File: src/rtl/edge_detect_multi_if.sv
// Bus bundle for edge_detect_multi: channel levels, enables, clear and mask in;
// edge pulses, status and interrupt out.
interface edge_detect_multi_if #(
  parameter int WIDTH = 8
);
  logic [WIDTH-1:0] in;
  logic [WIDTH-1:0] rise_en;
  logic [WIDTH-1:0] fall_en;
  logic [WIDTH-1:0] clr;
  logic [WIDTH-1:0] irq_mask;
  logic [WIDTH-1:0] rise;
  logic [WIDTH-1:0] fall;
  logic [WIDTH-1:0] anyedge;
  logic [WIDTH-1:0] sticky;
  logic [WIDTH-1:0] ovf;
  logic             irq;

  modport master (
    output in, rise_en, fall_en, clr, irq_mask,
    input  rise, fall, anyedge, sticky, ovf, irq
  );

  modport slave (
    input  in, rise_en, fall_en, clr, irq_mask,
    output rise, fall, anyedge, sticky, ovf, irq
  );
endinterface

File: src/rtl/edge_detect_multi.sv
// Multi-channel edge detector: optional synchroniser, debounce filter, enabled
// rise/fall pulses, sticky write-1-to-clear status with overflow and masked irq.
module edge_detect_multi #(
  parameter int WIDTH       = 8,
  parameter int SYNC_STAGES = 2,
  parameter int FILTER_LEN  = 1
) (
  input logic                clk,
  input logic                rst_n,
  edge_detect_multi_if.slave bus
);
  localparam int CNT_W = ($clog2(FILTER_LEN + 1) < 1) ? 1 : $clog2(FILTER_LEN + 1);
  localparam logic [CNT_W-1:0] CNT_LAST = CNT_W'(FILTER_LEN - 1);
  localparam logic [CNT_W-1:0] CNT_ONE  = CNT_W'(1);

  logic [WIDTH-1:0]            s;
  logic [WIDTH-1:0]            lvl_q, lvl_d;
  logic [WIDTH-1:0][CNT_W-1:0] cnt_q, cnt_d;
  logic [WIDTH-1:0]            upd;
  logic [WIDTH-1:0]            rise_q, rise_d;
  logic [WIDTH-1:0]            fall_q, fall_d;
  logic [WIDTH-1:0]            sticky_q, sticky_d;
  logic [WIDTH-1:0]            ovf_q, ovf_d;
  logic [WIDTH-1:0]            ev;

  generate
    if (SYNC_STAGES == 0) begin : g_nosync
      assign s = bus.in;
    end else begin : g_sync
      logic [WIDTH-1:0] sync_q [SYNC_STAGES];

      always_ff @(posedge clk or negedge rst_n) begin
        if (!rst_n) begin
          for (int k = 0; k < SYNC_STAGES; k++) sync_q[k] <= '0;
        end else begin
          sync_q[0] <= bus.in;
          for (int k = 1; k < SYNC_STAGES; k++) sync_q[k] <= sync_q[k-1];
        end
      end

      assign s = sync_q[SYNC_STAGES-1];
    end
  endgenerate

  // A new level is accepted only after FILTER_LEN consecutive differing samples;
  // any sample back at the accepted level restarts the count.
  always_comb begin
    lvl_d = lvl_q;
    cnt_d = '0;
    upd   = '0;
    for (int i = 0; i < WIDTH; i++) begin
      if (s[i] != lvl_q[i]) begin
        if (cnt_q[i] == CNT_LAST) begin
          lvl_d[i] = s[i];
          upd[i]   = 1'b1;
        end else begin
          cnt_d[i] = cnt_q[i] + CNT_ONE;
        end
      end
    end
  end

  assign rise_d   = upd & s & bus.rise_en;
  assign fall_d   = upd & ~s & bus.fall_en;
  assign ev       = rise_d | fall_d;
  assign sticky_d = ev | (sticky_q & ~bus.clr);
  assign ovf_d    = (ev & sticky_q & ~bus.clr) | (ovf_q & ~bus.clr);

  always_ff @(posedge clk or negedge rst_n) begin
    if (!rst_n) begin
      lvl_q    <= '0;
      cnt_q    <= '0;
      rise_q   <= '0;
      fall_q   <= '0;
      sticky_q <= '0;
      ovf_q    <= '0;
    end else begin
      lvl_q    <= lvl_d;
      cnt_q    <= cnt_d;
      rise_q   <= rise_d;
      fall_q   <= fall_d;
      sticky_q <= sticky_d;
      ovf_q    <= ovf_d;
    end
  end

  assign bus.rise    = rise_q;
  assign bus.fall    = fall_q;
  assign bus.anyedge = rise_q | fall_q;
  assign bus.sticky  = sticky_q;
  assign bus.ovf     = ovf_q;
  assign bus.irq     = |(sticky_q & bus.irq_mask);
endmodule
File: src/flat_wrapper.sv
// flat-port wrapper written by rule: the top's interface ports become plain ports
module edge_detect_multi_flat 
#(
  parameter int WIDTH       = 8,
  parameter int SYNC_STAGES = 2,
  parameter int FILTER_LEN  = 1
)
  (clk, rst_n, bus_in, bus_rise_en, bus_fall_en, bus_clr, bus_irq_mask, bus_rise, bus_fall, bus_anyedge, bus_sticky, bus_ovf, bus_irq);
  edge_detect_multi_if #(.WIDTH(WIDTH)) bus_i ();
  input logic clk;
  input logic rst_n;
  input wire logic [$bits(bus_i.in)-1:0] bus_in;
  input wire logic [$bits(bus_i.rise_en)-1:0] bus_rise_en;
  input wire logic [$bits(bus_i.fall_en)-1:0] bus_fall_en;
  input wire logic [$bits(bus_i.clr)-1:0] bus_clr;
  input wire logic [$bits(bus_i.irq_mask)-1:0] bus_irq_mask;
  output wire logic [$bits(bus_i.rise)-1:0] bus_rise;
  output wire logic [$bits(bus_i.fall)-1:0] bus_fall;
  output wire logic [$bits(bus_i.anyedge)-1:0] bus_anyedge;
  output wire logic [$bits(bus_i.sticky)-1:0] bus_sticky;
  output wire logic [$bits(bus_i.ovf)-1:0] bus_ovf;
  output wire logic [$bits(bus_i.irq)-1:0] bus_irq;
  assign bus_i.in = bus_in;
  assign bus_i.rise_en = bus_rise_en;
  assign bus_i.fall_en = bus_fall_en;
  assign bus_i.clr = bus_clr;
  assign bus_i.irq_mask = bus_irq_mask;
  assign bus_rise = bus_i.rise;
  assign bus_fall = bus_i.fall;
  assign bus_anyedge = bus_i.anyedge;
  assign bus_sticky = bus_i.sticky;
  assign bus_ovf = bus_i.ovf;
  assign bus_irq = bus_i.irq;
  edge_detect_multi #(.WIDTH(WIDTH), .SYNC_STAGES(SYNC_STAGES), .FILTER_LEN(FILTER_LEN)) u_core (.clk(clk), .rst_n(rst_n), .bus(bus_i));
endmodule
File: config.mk
export PLATFORM = sky130hd
export DESIGN_NAME = edge_detect_multi_flat
export DESIGN_NICKNAME = d
export VERILOG_FILES = /design/src/rtl/edge_detect_multi_if.sv /design/src/rtl/edge_detect_multi.sv /design/src/flat_wrapper.sv
export SDC_FILE = /design/constraint.sdc
export NUM_CORES = 1
export LEC_CHECK = 0
export BUFFER_PORTS_ARGS = -buffer_cell sky130_fd_sc_hd__buf_4
export CORE_MARGIN = 4
export CORE_UTILIZATION = 38
export DETAILED_ROUTE_END_ITERATION = 8
export GPL_TIMING_DRIVEN = 0
export PLACE_DENSITY = 0.74
export SLEW_MARGIN = 5
export SYNTH_ARGS = -nofsm -noshare
export SYNTH_HDL_FRONTEND = slang
export SYNTH_SLANG_ARGS = --single-unit
File: constraint.sdc
create_clock -name clk -period 1.3 [get_ports clk]
set_clock_uncertainty 0.1 [all_clocks]
set_input_delay 0.065 -clock clk [delete_from_list [all_inputs] [get_ports clk]]
set_output_delay 0.065 -clock clk [all_outputs]
set_load 0.01 [all_outputs]
# After elaboration in Yosys (flattened, before gate mapping)
# Cells that the tools add are included.
# totals
register_bits,64
input_bits,42
elab_cells,102
# op_classes
addsub,8
n_eq_ne,8
muxes,32
bitwise_logic,23
reduce_logical,9
# op_table
operator,count
$and A8 B8 Y8,9
$mux W1,32
$or A8 B8 Y8,4
$not A8 Y8,2
$reduce_and A2 Y1,8
$add A1 B1 Y1 const B,8
$ne A1 B1 Y1,8
$not A1 Y1,8
$reduce_or A8 Y1,1

# Longest topological paths before layout
# depth
word_depth,8
ltp_mapped,4
ltp_nobuf,4

# Least setup slack after synthesis
# No wires, ideal clock.
# synth_path
kind,reg2reg
start,register u_core.g_sync.sync_q (netlist bit u_core.s[0])
end,register u_core.ovf_q[0] (netlist: u_core.bus.ovf[0])
setup_time_ps,130
arrival_time_ps,845
slack_ps,225
stages_incl_launch_ff,5
path_cell_list,dfrtp_1 -> inv_1 -> ha_1 -> a22oi_2 -> o22ai_1
# synth_between
elab_chain_len,8
# synth_lines
element,line_no,rtl
"start, declared",edge_detect_multi.sv:30,logic [WIDTH-1:0] sync_q [SYNC_STAGES];
$ne A1 B1 Y1,edge_detect_multi.sv:52,if (s[i] != lvl_q[i]) begin
$mux W1,edge_detect_multi.sv:52,
$and A8 B8 Y8 (on tied branches) (2 in a row),"edge_detect_multi.sv:63, edge_detect_multi.sv:64",
$or A8 B8 Y8 *,edge_detect_multi.sv:65,assign ev = rise_d | fall_d;
$and A8 B8 Y8 * (2 in a row),edge_detect_multi.sv:67,assign ovf_d = (ev & sticky_q & ~bus.clr) | (ovf_q & ~bus.clr);
$or A8 B8 Y8 *,edge_detect_multi.sv:67,
via u_core.ovf_d[0],edge_detect_multi.sv:23,"logic [WIDTH-1:0] ovf_q, ovf_d;"
"end signal, assigned",edge_detect_multi.sv:83,ovf_q <= ovf_d;
"end, declared",edge_detect_multi.sv:23,
# Mark *: on every way through the listed nets, which the timed path passes. The rest lies on a longest branch.
# A chain may end at the register's enable or synchronous reset.

# Final worst setup path
# layout_path
start,register u_core.sticky_q[2] (netlist: u_core.bus.sticky[2])
end,output bus_irq
# layout_between
elab_chain_len,2
# layout_lines
element,line_no,rtl
"start, declared",edge_detect_multi.sv:22,"logic [WIDTH-1:0] sticky_q, sticky_d;"
"start signal, assigned",edge_detect_multi.sv:82,sticky_q <= sticky_d;
$and A8 B8 Y8,edge_detect_multi.sv:92,assign bus.irq = |(sticky_q & bus.irq_mask);
$reduce_or A8 Y1,edge_detect_multi.sv:92,
"end, declared",flat_wrapper.sv:22,output wire logic [$bits(bus_i.irq)-1:0] bus_irq;
# Every way passes these cells.

==> impl_metrics.csv <==
group,metric,value,unit
sta,rsz0062_at_grt,"yes",
global_routing,grt_pass1_vias,1746,
status,status,"finished with violations",
floorplanning,die_x,83.7,um
detailed_routing,drc_errors,0,
power_and_ir_drop,power.density,1520,nW/um2
floorplanning,pin_count,83,
cts,tritoncts.num_buffers,5,
critical_path,worst_setup_path_end_kind,"primary output",
sta,fin_ws,-0.0373,ns
sta,max_slew_margin,54.9,%
place,port_buffers,82,
detailed_routing,viasPerCell,4.35,
synth,syn-instance-count,173,
synth,synthMuxAreaShare,0,%
detailed_routing,num_vias,1630,
cells_and_area,nets,360,
critical_path,worstPathMaxFanout,2,
synth,syn_nets,231,
detailed_routing,dr.pass1.iters,4,
cts,cts_buffer_depth,2,
critical_path,cp_top_family,"flip-flops",
place,placed_area,2880,um2
global_routing,antenna_found_initial,0,
floorplanning,die_h,83.7,um
synth,synth_xor_area_share,0,%
synth,synth_top_family_by_area,"simple AND/OR/NAND/NOR gates",
cells_and_area,n_antenna_cell,0,
cells_and_area,fin_area,3440,um2
synth,yosysTopAreaCell,"dfrtp_1",
synth,avgSynthCellArea,12.6,um2
detailed_routing,ant_nets,0,
synth,yosys.area_share.adder,9.19,%
sta,worst_pin_slew,0.676,ns
cells_and_area,syn2layout_area_growth,58.0,%
synth,synth-compound-area-share,10.1,%
cts,clkTransAtPathRegs,0.09,ns
synth,yosysSeqAreaShare,64.3,%
cts,clock_sinks,56,
sta,max_freq,748,MHz
synth,yosys_warnings,0,
global_routing,grt_max_degree,57,
flow_run,max_cap_violations,0,
critical_path,critPathKind,"register to primary output",
sta,maxSlewViolCount,0,
power_and_ir_drop,leakage,1.76,nW
critical_path,critPathArrivalTime,1.17,ns
power_and_ir_drop,total_power,5.23,mW
global_routing,track_usage,14.1,%
critical_path,critical_path.slowest_cell,"dfrtp_1",
power_and_ir_drop,vdd_drop_max,0.798,mV
place,pre_cts_slack,0.137,ns
critical_path,path_buf_inv,1,
cts,tritoncts,"yes",
global_routing,overflow,0,
critical_path,worst_setup_path_start_kind,"register",
place,hpwl,3.34,mm
sta,setup_viol,1,
cells_and_area,drive_above_1_share,38.3,%
detailed_routing,wl_per_cell,12.8,um
cts,clk_latency,0.30,ns
sta,fin_crit_sh,103,%
synth,synth_top_area_share,64.3,%
sta,final_hold_viol_count,0,
status,violations,"setup timing",
floorplanning,die_area,7010,um2
critical_path,slowest_delay,0.42,ns
critical_path,cp.required,1.13,ns
floorplanning,num_rows,27,
critical_path,crit_chain,"a22oi_2 -> nand4_1 -> buf_4",
sta,min_period,1.34,ns
place,routabilityCongestion,0.722,
synth,ys_seq_elements,56,
detailed_routing,drtIter0Drc,46,
global_routing,grt_pass1_wl,7.83,mm
synth,yosys.area_share.simple,12.2,%
cts,cts-root-buf,"clkbuf_8",
min_path,hold_path.class,"input port to async pin",
synth,synth_cell_types,12,
floorplanning,initial_core_util,39.3,%
cts,htree_levels,2,
detailed_routing,detail_route.wirelength,4.82,mm
critical_path,r2r_slack,0.12,ns
synth,syn_area,2180,um2
floorplanning,coreArea,5540,um2
synth,yosys-top-cells-area,"dfrtp_1 (64%), ha_1 (9.2%), a22oi_2 (4.6%), and2_1 (4.6%), inv_1 (4.1%)",
[cells in the mapped netlist]
cell type / instances
a22oi_1: 4
nand2_1: 16
ha_1: 16
nand2b_1: 8
or2_2: 8
nand4_1: 1
and2_1: 16
o22ai_1: 8
o21ai_0: 8
inv_1: 24
dfrtp_1: 56
a22oi_2: 8
[cell families after synthesis]
kind of cell	count (synthesis)
and+or+nand+nor	49
AOI/OAI and AO/OA	28
adders and majority gates	16
DFF	56
buffers and inverters	24
[cell usage in the layout, fill, tap and decap left out]
cell type / netlist / routed
buf_4: 0 / 82
dfrtp_1: 56 / 56
dlygate4sd3_1: 0 / 33
inv_1: 24 / 24
and2_1: 16 / 16
nand2_1: 16 / 16
ha_1: 16 / 16
a22oi_2: 8 / 12
nand2b_1: 8 / 8
o22ai_1: 8 / 8
or2_4: 0 / 8
o21ai_0: 8 / 8
buf_6: 0 / 7
clkbuf_8: 0 / 5
nand4_1: 1 / 1
clkbuf_1: 0 / 1
clkinv_2: 0 / 1
bufinv_16: 0 / 1
[final timing paths]
check                                          endpoint  cells past startpoint                         startpoint
setup / recovery                                bus_irq                      3     u_core.bus.sticky[2]$_DFF_PN0_
hold / removal             u_core.bus.fall[1]$_DFF_PN0_                      2                              rst_n
setup reg to reg            u_core.bus.ovf[3]$_DFF_PN0_                      4        u_core.lvl_q[3]$_DFFE_PN0P_
hold reg to reg                   u_core.s[1]$_DFF_PN0_                      0  u_core.g_sync.sync_q[9]$_DFF_PN0_
max in group asynchronous  u_core.bus.fall[7]$_DFF_PN0_                      2                              rst_n
min in group clk                  u_core.s[1]$_DFF_PN0_                      0  u_core.g_sync.sync_q[9]$_DFF_PN0_
[per-stage QoR]
| stage | instances | utilization, % | setup TNS [ns] | hold slack, ns |
|---|---|---|---|---|
| floorplan | 173 | - | 0 | -0.331 |
| global placement | 327 | 52.1 | 0 | 0.0585 |
| detailed placement | 327 | 52.1 | 0 | 0.0613 |
| CTS | 372 | 61.0 | -0.0970 | 0.259 |
| global route | 375 | 62.1 | -0.116 | 0.274 |
| finish | 375 | 62.1 | -0.0373 | 0.250 |
[what timing repair did]
action                                  CTS  global route
endpoints found under the setup margin    6             7
hold buffers                             33             0
resized for setup                         7            12
setup buffers                             4             3
endpoints found under the hold margin    96             0
pin swaps                                 0             3
[registers in the layout, summed over array words and instances (netlist names)]
signal and count:
u_core.bus.sticky 8, u_core.bus.rise 8, u_core.bus.ovf 8, u_core.lvl_q 8, u_core.bus.fall 8, u_core.s 8
u_core.g_sync.sync_q 8
[layer usage]
metal / track usage (%) / vias to the layer above / wire [um]
li1: - / 820 / -
met1: 15.1 / 750 / 1820
met2: 27.1 / 53 / 2680
met3: 3.26 / 7 / 269
met4: 4.39 / 0 / 56
met5: 0 / - / 0
[final cells by class]
class,count,area [um2]
Tap cell,72,90.1
Sequential cell,56,1400
Inverter,24,90.1
Fill cell,443,2100
Timing Repair Buffer,122,1020
Multi-Input combinational cell,93,727
Clock inverter,2,35.0
Clock buffer,6,72.6
[where the power goes]
part	total [mW]	switching (mW)	internal [mW]
Sequential	2.37	0.272	2.10
Combinational	1.77	0.766	1.01
Clock	1.08	0.512	0.572
Power figures use the tool's default switching activity.
